$ cat src/rtl/switch_allocator_if.sv
// Request/grant/credit bundle between the input buffers, the switch allocator and the crossbar.
// The master drives requests and credits; the slave is the allocator.
interface switch_allocator_if #(
    parameter int unsigned NUM_PORTS = 5
);
    localparam int unsigned IW = $clog2(NUM_PORTS + 1);

    logic [NUM_PORTS-1:0]           in_valid;
    logic [NUM_PORTS*NUM_PORTS-1:0] in_req;
    logic [NUM_PORTS-1:0]           in_tail;
    logic [NUM_PORTS-1:0]           in_grant;
    logic [NUM_PORTS*IW-1:0]        out_sel;
    logic [NUM_PORTS-1:0]           out_valid;
    logic [NUM_PORTS-1:0]           credit_in;
    logic                           credit_err;

    modport master (
        output in_valid, in_req, in_tail, credit_in,
        input  in_grant, out_sel, out_valid, credit_err
    );

    modport slave (
        input  in_valid, in_req, in_tail, credit_in,
        output in_grant, out_sel, out_valid, credit_err
    );
endinterface

$ cat src/rtl/switch_allocator.sv
// Per-router switch allocator: round-robin per output, locked from header to tail.
// Define SWITCH_ALLOC_CREDIT_EN to build downstream credit counters, gating and credit_err.
module switch_allocator #(
    parameter int unsigned NUM_PORTS = 5,
    parameter int unsigned BUF_DEPTH = 4,
    parameter int unsigned CW        = 3
) (
    input logic               clk,
    input logic               rst,
    switch_allocator_if.slave bus
);
    localparam int unsigned IW = $clog2(NUM_PORTS + 1);

    logic [NUM_PORTS-1:0] lock_q, lock_d;
    logic [IW-1:0]        owner_q [NUM_PORTS];
    logic [IW-1:0]        owner_d [NUM_PORTS];
    logic [IW-1:0]        rr_ptr_q [NUM_PORTS];
    logic [IW-1:0]        rr_ptr_d [NUM_PORTS];

    logic [NUM_PORTS-1:0] req_oh [NUM_PORTS];
    logic [NUM_PORTS-1:0] elig [NUM_PORTS];
    logic [NUM_PORTS-1:0] cred_ok;
    logic [NUM_PORTS-1:0] out_grant;
    logic [IW-1:0]        winner [NUM_PORTS];

    // Illegal multi-hot requests resolve to the lowest set bit.
    always_comb begin
        for (int i = 0; i < NUM_PORTS; i++) begin
            req_oh[i] = '0;
            for (int o = NUM_PORTS - 1; o >= 0; o--) begin
                if (bus.in_req[NUM_PORTS*i + o]) begin
                    req_oh[i]    = '0;
                    req_oh[i][o] = 1'b1;
                end
            end
        end
    end

    always_comb begin : arb
        int idx;
        idx = 0;
        for (int o = 0; o < NUM_PORTS; o++) begin
            out_grant[o] = 1'b0;
            winner[o]    = '0;
            for (int i = 0; i < NUM_PORTS; i++) begin
                elig[o][i] = bus.in_valid[i] & req_oh[i][o] & cred_ok[o];
            end
            if (lock_q[o]) begin
                if (elig[o][owner_q[o]]) begin
                    out_grant[o] = 1'b1;
                    winner[o]    = owner_q[o];
                end
            end else begin
                for (int k = 0; k < NUM_PORTS; k++) begin
                    idx = int'(rr_ptr_q[o]) + k;
                    if (idx >= NUM_PORTS) idx = idx - NUM_PORTS;
                    if (!out_grant[o] && elig[o][idx]) begin
                        out_grant[o] = 1'b1;
                        winner[o]    = IW'(idx);
                    end
                end
            end
        end
    end

    always_comb begin
        bus.in_grant  = '0;
        bus.out_sel   = '0;
        bus.out_valid = out_grant;
        for (int o = 0; o < NUM_PORTS; o++) begin
            if (out_grant[o]) begin
                bus.out_sel[IW*o +: IW] = winner[o] + IW'(1);
                bus.in_grant[winner[o]] = 1'b1;
            end
        end
    end

    always_comb begin
        lock_d = lock_q;
        for (int o = 0; o < NUM_PORTS; o++) begin
            owner_d[o]  = owner_q[o];
            rr_ptr_d[o] = rr_ptr_q[o];
            if (out_grant[o]) begin
                if (lock_q[o]) begin
                    if (bus.in_tail[winner[o]]) lock_d[o] = 1'b0;
                end else begin
                    rr_ptr_d[o] = (winner[o] == IW'(NUM_PORTS - 1)) ? '0 : winner[o] + IW'(1);
                    if (!bus.in_tail[winner[o]]) begin
                        lock_d[o]  = 1'b1;
                        owner_d[o] = winner[o];
                    end
                end
            end
        end
    end

    always_ff @(posedge clk) begin
        if (rst) begin
            lock_q <= '0;
            for (int o = 0; o < NUM_PORTS; o++) begin
                owner_q[o]  <= '0;
                rr_ptr_q[o] <= '0;
            end
        end else begin
            lock_q <= lock_d;
            for (int o = 0; o < NUM_PORTS; o++) begin
                owner_q[o]  <= owner_d[o];
                rr_ptr_q[o] <= rr_ptr_d[o];
            end
        end
    end

`ifdef SWITCH_ALLOC_CREDIT_EN
    logic [CW-1:0] cred_q [NUM_PORTS];
    logic [CW-1:0] cred_d [NUM_PORTS];
    logic          credit_err_q, credit_err_d;

    always_comb begin
        for (int o = 0; o < NUM_PORTS; o++) cred_ok[o] = (cred_q[o] != '0);
    end

    // A grant and a returning credit in the same cycle cancel out.
    always_comb begin
        credit_err_d = credit_err_q;
        for (int o = 0; o < NUM_PORTS; o++) begin
            cred_d[o] = cred_q[o];
            if (out_grant[o] && !bus.credit_in[o]) begin
                cred_d[o] = cred_q[o] - CW'(1);
            end else if (!out_grant[o] && bus.credit_in[o]) begin
                if (cred_q[o] == CW'(BUF_DEPTH)) credit_err_d = 1'b1;
                else                             cred_d[o] = cred_q[o] + CW'(1);
            end
        end
    end

    always_ff @(posedge clk) begin
        if (rst) begin
            credit_err_q <= 1'b0;
            for (int o = 0; o < NUM_PORTS; o++) cred_q[o] <= CW'(BUF_DEPTH);
        end else begin
            credit_err_q <= credit_err_d;
            for (int o = 0; o < NUM_PORTS; o++) cred_q[o] <= cred_d[o];
        end
    end

    assign bus.credit_err = credit_err_q;
`else
    logic unused_credit;
    assign unused_credit  = ^bus.credit_in;
    assign cred_ok        = '1;
    assign bus.credit_err = 1'b0;
`endif
endmodule
$ cat src/flat_wrapper.sv
// flat-port wrapper written by rule: the top's interface ports become plain ports
module switch_allocator_flat 
#(
    parameter int unsigned NUM_PORTS = 5,
    parameter int unsigned BUF_DEPTH = 4,
    parameter int unsigned CW        = 3
)
  (clk, rst, bus_in_valid, bus_in_req, bus_in_tail, bus_credit_in, bus_in_grant, bus_out_sel, bus_out_valid, bus_credit_err);
  switch_allocator_if #(.NUM_PORTS(NUM_PORTS)) bus_i ();
  input logic clk;
  input logic rst;
  input wire logic [$bits(bus_i.in_valid)-1:0] bus_in_valid;
  input wire logic [$bits(bus_i.in_req)-1:0] bus_in_req;
  input wire logic [$bits(bus_i.in_tail)-1:0] bus_in_tail;
  input wire logic [$bits(bus_i.credit_in)-1:0] bus_credit_in;
  output wire logic [$bits(bus_i.in_grant)-1:0] bus_in_grant;
  output wire logic [$bits(bus_i.out_sel)-1:0] bus_out_sel;
  output wire logic [$bits(bus_i.out_valid)-1:0] bus_out_valid;
  output wire logic [$bits(bus_i.credit_err)-1:0] bus_credit_err;
  assign bus_i.in_valid = bus_in_valid;
  assign bus_i.in_req = bus_in_req;
  assign bus_i.in_tail = bus_in_tail;
  assign bus_i.credit_in = bus_credit_in;
  assign bus_in_grant = bus_i.in_grant;
  assign bus_out_sel = bus_i.out_sel;
  assign bus_out_valid = bus_i.out_valid;
  assign bus_credit_err = bus_i.credit_err;
  switch_allocator #(.NUM_PORTS(NUM_PORTS), .BUF_DEPTH(BUF_DEPTH), .CW(CW)) u_core (.clk(clk), .rst(rst), .bus(bus_i));
endmodule
$ cat config.mk
export PLATFORM = sky130hd
export DESIGN_NAME = switch_allocator_flat
export DESIGN_NICKNAME = d
export VERILOG_FILES = /design/src/rtl/switch_allocator_if.sv /design/src/rtl/switch_allocator.sv /design/src/flat_wrapper.sv
export SDC_FILE = /design/constraint.sdc
export NUM_CORES = 1
export LEC_CHECK = 0
export CAP_MARGIN = 20
export CELL_PAD_IN_SITES_DETAIL_PLACEMENT = 1
export CELL_PAD_IN_SITES_GLOBAL_PLACEMENT = 2
export CORE_MARGIN = 3
export CORE_UTILIZATION = 38
export DETAILED_ROUTE_END_ITERATION = 12
export MAX_ROUTING_LAYER = met4
export PLACE_DENSITY = 0.87
export SYNTH_ARGS = -nofsm -noshare
export SYNTH_HDL_FRONTEND = slang
export SYNTH_SLANG_ARGS = --single-unit
$ cat constraint.sdc
create_clock -name clk -period 10.45 [get_ports clk]
set_clock_uncertainty 0.2 [all_clocks]
set_input_delay 1.045 -clock clk [delete_from_list [all_inputs] [get_ports clk]]
set_output_delay 1.045 -clock clk [all_outputs]
set_load 0.01 [all_outputs]
==> results of run 1 <==
## cells in the final DEF (no fill, tap or decap), types with 18 or more instances in the layout
master | synthesis | layout
nor2_1 | 100 | 100
nand2_1 | 85 | 85
a21oi_1 | 80 | 80
inv_1 | 62 | 62
clkdlybuf4s50_1 | 0 | 61
nand3_1 | 54 | 54
ha_1 | 54 | 54
mux2i_1 | 42 | 42
o21ai_0 | 41 | 41
dfxtp_1 | 35 | 35
nand2b_1 | 32 | 32
and2_1 | 29 | 29
a211oi_1 | 27 | 27
nor3_1 | 26 | 26
o211ai_1 | 24 | 24
nor2b_1 | 21 | 21
xnor2_1 | 18 | 18
a21o_1 | 18 | 18
## state kept, by name, summed over array words and instances (netlist names)
register         count
u_core.owner_q      15
u_core.rr_ptr_q     15
u_core.lock_q        5
## report_power, final
part	leakage (uW)	internal, uW	switching (uW)
Clock	0.0000875	120	63.0
Combinational	0.00319	912	1280
Sequential	0.000286	169	78.8
## worst paths after layout
path                                                    startpoint                                end  cells after the start
worst min register to register   u_core.owner_q[0][5]$_SDFFE_PP0P_  u_core.owner_q[0][5]$_SDFFE_PP0P_                      2
worst min-delay path             u_core.owner_q[0][5]$_SDFFE_PP0P_  u_core.owner_q[0][5]$_SDFFE_PP0P_                      2
worst max register to register  u_core.rr_ptr_q[0][3]$_SDFFE_PP0P_  u_core.owner_q[0][4]$_SDFFE_PP0P_                     16
worst max-delay path                               bus_in_valid[4]                    bus_in_grant[1]                     14
## layout make-up
type | count | area, um2 | share of cell area [%]
multi-input cells | 976 | 7003 | 76.76
flip-flops and latches | 35 | 700.7 | 7.680
repair buffers | 65 | 640.6 | 7.021
well taps | 270 | 337.8 | 3.703
inverters | 69 | 264.0 | 2.894
clock buffers | 6 | 138.9 | 1.522
clock inverters | 2 | 38.79 | 0.4251
## stage by stage
stage | cells | total power, uW | hold slack [ns] | utilization (%) | instance area (um2)
2_1_floorplan | 1117 | 1754 | 0.2466 | - | 8154
3_3_place_gp | 1415 | 2376 | 0.2641 | 43.38 | 8946
3_5_place_dp | 1415 | 2411 | 0.2739 | 43.38 | 8946
4_1_cts | 1423 | 2616 | 0.2907 | 44.24 | 9124
5_1_grt | 1423 | 2863 | 0.3386 | 44.24 | 9124
6_report | 1423 | 2627 | 0.2870 | 44.24 | 9124
## layer usage
metal  track usage [%]  routed length [um]  up-vias
li1                  -                   -     4292
met1             33.31               14100     4344
met2             41.81               14020      131
met3             1.278                 715       16
met4             3.267                 221        0
met5                 -                   0        -
## worst max-delay path, cell delays in order
cell,delay (ns)
clkdlybuf4s50_1,0.52
nor2b_1,0.60
and4b_1,0.53
nor4b_1,0.38
a22oi_1,0.22
and4b_1,0.34
a21oi_1,0.22
a21oi_1,0.12
a21o_1,0.27
or2_1,0.30
o22ai_1,0.21
a21oi_1,0.07
o211ai_1,0.15
clkdlybuf4s50_1,0.59
## logic make-up (layout without fill, tap and decap cells)
kind of cell / Yosys count / after routing / synth area share (%)
AND/OR/NAND/NOR: 475 / 475 / 32.52
AO/OA/AOI/OAI: 358 / 358 / 32.61
buffers and inverters: 106 / 142 / 5.524
multiplexers: 61 / 61 / 8.746
adder cells (fa/ha/maj): 59 / 59 / 9.514
flip-flops: 35 / 35 / 8.593
XOR/XNOR: 22 / 22 / 2.455
other: 1 / 1 / 0.04599
==> metrics.cfg, run 1 <==
[status]
run_status=finished, final reports clean

[route]
drt_pre_antenna_iters=4
drt-wirelength-per-cell_um=20.41
detail-route-antenna-nets=0
route.vias.total=8783
routed_wl_mm=29.05
drt_first_iter_violations=425
detail_route.drc_violations=0
via_per_inst=6.172

[hold_path]
hold_path.class=reg2reg

[critical_path]
worstSetupEndpointType=output port
arrival_ns=5.57
worst-setup-path-type=in2out
cp-start-kind=input pin
timing.critical_path.required_ns=9.21
timing.reg2reg.setup_slack_ns=5.31
critPathMaxFanout=7

[global_routing]
number_of_antenna_violations_at_the_first_check_in_global_routing=0
grt_first_pass_wirelength_mm=47.10
gr-total-overflow=0
grt_pass1_vias=8777
grt_max_degree=30
grtUsageTotal_pct=24.56

[sta]
post-route-period-util_pct=65.25
highest_clock_rate_mhz=146.7
slew_headroom_pct=35.10
setup_viol=0
timing_max_transition_violations_final=0
final.min_clock_period_ns=6.819
grt_setup_unrepaired=false
timing_hold_violations_final=0
timing.final.ws_setup_ns=3.631
tightestPinTransition_ns=0.9714
setup-tns-final_ns=0

[logic_synthesis]
synth.distinct_cells=122
number_of_enable_type_register_cells_in_the_synthesized_netlist=0
yosysMostFrequentCell=nor2_1
postSynthAreaPerCell_um2=7.300
synth.yosys.warnings=0
instance_count_of_the_mapped_netlist=1117
synth-seq-cells=35
ys_seq_area_share_pct=8.593
share_of_async_settable_or_async_resettable_flops_after_synthesis_pct=0
syn-cell-area_mm2=0.008154
post_synthesis_net_count=1218
netlist_top_cells_count=nor2_1 (100), nand2_1 (85), a21oi_1 (80)
synth_top_cell_by_area=dfxtp_1
synthTopCellsByArea=dfxtp_1 (8.6%), ha_1 (8.3%), mux2i_1 (5.2%)
dominantRegCellSynth=dfxtp_1
synth_top_area_share_pct=8.593

[cells_and_area]
antenna-diode-count=0
layout_overhead_on_the_synthesized_area_pct=11.89
finalNetCount=1253
fill_cells=2609
drive_gt1_share_pct=8.326

[clocking]
cts_setup_buffers=0
cts.clk_slew.worst_paths_ns=0.05
cts_tree=done
clockRootBuffer=clkbuf_16
cts_num_sinks=35
tritoncts_buffer_count=5
cts_max_level=2
clock_insertion_delay_worst_skew_ns=0.28
count_of_cells_resized_by_post_cts_repair=0
clockBufferDepth=2
hold_buffers=0

[floorplan]
std_cell_rows=52
fp.dieH_um=152.5
placeableCoreArea_mm2=0.02062
die_w_um=152.5
die-area_mm2=0.02325
floorplan.initialDensity_pct=39.54
floorplan.io_pins=68

[placement]
gpl.final_weighted_congestion=0.8980
post-dp-hpwl_mm=23.03
place_ws_ns=3.709
port_buffers=61

[pwr]
ir_drop_uv=113.1
power.static_leakage_uw=0.003565
power.density_cell_area_mw_per_mm2=288.0

[run]
drv_cap=0

(Power assumes the default switching activity.)
==> run 2, diff against run 1 <==
--- a/config.mk
+++ b/config.mk
@@ -9,10 +9,10 @@
 export CELL_PAD_IN_SITES_DETAIL_PLACEMENT = 1
 export CELL_PAD_IN_SITES_GLOBAL_PLACEMENT = 2
 export CORE_MARGIN = 3
-export CORE_UTILIZATION = 38
+export CORE_UTILIZATION = 32
 export DETAILED_ROUTE_END_ITERATION = 12
 export MAX_ROUTING_LAYER = met4
-export PLACE_DENSITY = 0.87
+export PLACE_DENSITY = 0.78
 export SYNTH_ARGS = -nofsm -noshare
 export SYNTH_HDL_FRONTEND = slang
 export SYNTH_SLANG_ARGS = --single-unit
==> constraint.sdc (replaced) <==
create_clock -name clk -period 5.6 [get_ports clk]
set_clock_uncertainty 0.2 [all_clocks]
set_input_delay 0.56 -clock clk [delete_from_list [all_inputs] [get_ports clk]]
set_output_delay 0.56 -clock clk [all_outputs]
set_load 0.01 [all_outputs]
==> run 2 against run 1 <==
Against the previous run: clock-buffer cell count fell by 1; total power rose by 100%; worst setup slack got worse by 3.4 ns; hold slack barely moved; utilization fell by 4.2 points; sequential cell count did not move; via count rose by 3.2%; final cell count rose by 8.6%; routed wire length rose by 7.0%; critical path type is now reg2out; critical endpoint is now bus_in_grant[3]; highest routed layer unchanged.
==> metrics.cfg, run 2 (synthesis gave the netlist of run 1 again) <==
[clocking]
tritoncts_buffer_count=5
cts_tree=done
clockRootBuffer=clkbuf_16
cts_num_sinks=35
cts_max_level=2
clock_insertion_delay_worst_skew_ns=0.29
hold_buffers=0
clockBufferDepth=2
cts.clk_slew.worst_paths_ns=0.06

[critical_path]
crit-reg2reg-capture=u_core.owner_q[0][11]$_SDFFE_PP0P_
r2r.worst_path.cells=17
timing.critical_path.required_ns=4.84
critPathMaxFanout=7
worstSetupEndpointType=output port
timing.reg2reg.setup_slack_ns=1.05
rr_startpoint=u_core.rr_ptr_q[0][9]$_SDFFE_PP0P_
cp-start-kind=flip-flop
worst-setup-path-type=reg2out
arrival_ns=4.63

[global_routing]
grt_pass1_vias=9046
grtUsageTotal_pct=22.14
number_of_antenna_violations_at_the_first_check_in_global_routing=0
gr-total-overflow=0
globalRouteMet3Util_pct=2.097
grt_max_degree=30
gr-max-usage-layer=met2
grt_first_pass_wirelength_mm=49.41
use_met1_pct=29.40
grtUsageMet2_pct=36.98

[cells_and_area]
antenna-diode-count=0
drive_gt1_share_pct=16.78
final_cells=1546
most_common_cell_after_layout_fill_and_taps_aside=nor2_1
layout_top_registers=u_core.owner_q: 15 flops, u_core.rr_ptr_q: 15 flops, u_core.lock_q: 5 flops
post-route-util_pct=40.03
layout_overhead_on_the_synthesized_area_pct=21.14
layout.cells.most_common_list=nor2_1 (98), nand2_1 (85), a21oi_1 (75)
fill_cells=3115
finalNetCount=1322

[floorplan]
floorplan.io_pins=68
die-area_mm2=0.02743
die_w_um=165.6
floorplan.initialDensity_pct=33.04
placeableCoreArea_mm2=0.02468
std_cell_rows=57
fp.dieH_um=165.6

[route]
detail-route-antenna-nets=0
routed_wl_mm=31.07
drt-wirelength-per-cell_um=20.10
via_per_inst=5.862
route.vias.total=9063
drt_pre_antenna_iters=4
drt_first_iter_violations=593
detail_route.drc_violations=0

[sta]
final.min_clock_period_ns=5.388
setup-tns-final_ns=0
slew_headroom_pct=62.36
tightestPinTransition_ns=0.5612
timing_hold_violations_final=0
setup_viol=0
timing_max_transition_violations_final=0
highest_clock_rate_mhz=185.6
post-route-period-util_pct=96.21

[status]
run_status=finished, final reports clean

[run]
drv_cap=0

[pwr]
power.density_cell_area_mw_per_mm2=532.8
power.static_leakage_uw=0.003914
ir_drop_uv=427.8

[hold_path]
hold_depth=2
hold-path-endpoint=u_core.owner_q[0][11]$_SDFFE_PP0P_
hold_path.class=reg2reg
min_from=u_core.owner_q[0][11]$_SDFFE_PP0P_

[placement]
numPlacedInstances=1531
port_buffers=61
gpl.final_weighted_congestion=0.9121
post-dp-hpwl_mm=25.22

## run 2: cell count changes in the layout (fill, tap and decap cells not counted), sizes merged
cell    before  now
clkinv       2    4
buf          4   73
clkbuf       6    5
inv         68   67
## run 2: metal layers
metal / share of wire [%] / vias to the layer above
li1: - / 4435
met1: 47 / 4442
met2: 48 / 153
met3: 3.3 / 33
met4: 1.6 / 0
met5: 0 / -
## run 2: how the worst max path moves through the flow
| stage | cells past startpoint | from | to | slack [ns] |
|---|---|---|---|---|
| 2_1_floorplan | 13 | u_core.rr_ptr_q[0][1]$_SDFFE_PP0P_ | bus_in_grant[0] | 1.04 |
| 3_3_place_gp | 15 | bus_in_req[12] | bus_out_sel[14] | 0.29 |
| 3_5_place_dp | 15 | bus_in_req[12] | bus_out_sel[14] | 0.30 |
| 4_1_cts | 17 | u_core.rr_ptr_q[0][13]$_SDFFE_PP0P_ | bus_out_sel[14] | 0.02 |
| 5_1_grt | 17 | u_core.rr_ptr_q[0][4]$_SDFFE_PP0P_ | bus_out_sel[5] | -0.03 |
| 6_report | 15 | u_core.rr_ptr_q[0][6]$_SDFFE_PP0P_ | bus_in_grant[3] | 0.21 |
## run 2: power by group
group / switching, uW / internal (uW)
Sequential: 98.9 / 316
Combinational: 2580 / 1940
Clock: 119 / 210
Total: 2800 / 2470
## run 2: final cells by class
| cell class | instances | area [um2] | share of cell area (%) |
|---|---|---|---|
| clock buffer | 5 | 125.1 | 1.267 |
| clock inverter | 3 | 43.79 | 0.4433 |
| inverter | 69 | 266.5 | 2.698 |
| multi-input combinational | 976 | 7177 | 72.65 |
| sequential | 35 | 701.9 | 7.106 |
| tap | 324 | 405.4 | 4.104 |
| timing repair buffer | 134 | 1159 | 11.73 |
## run 2: critical path, stage by stage, from the launching register on
cell and delay [ns]:
dfxtp_1 0.31, inv_1 0.17, ha_1 0.20, inv_1 0.06, fa_2 0.39, or3_1 0.42, and3_1 0.20, o211ai_1 0.34
nand2_1 0.17, or4_4 0.45, nor2_1 0.19, o31a_2 0.20, inv_2 0.09, a222oi_1 0.44, o221ai_2 0.20, clkdlybuf4s50_1 0.52
## run 2: per-stage QoR
step           power [uW]  instance area, um2  hold WS, ns  setup WS [ns]
4_1_cts              5127                9648       0.2899        0.02310
3_5_place_dp         4765                9479       0.2829         0.2992
5_1_grt              5747                9878       0.3146       -0.02919
6_report             5263                9878       0.2868         0.2122
2_1_floorplan        3274                8154       0.2466          1.045
3_3_place_gp         4716                9479       0.2614         0.2937
## run 2: timing repair
| item | CTS | global route |
|---|---|---|
| buffers inserted | 0 | 7 |
| gates resized for setup | 0 | 46 |
| setup endpoints to repair | 0 | 14 |
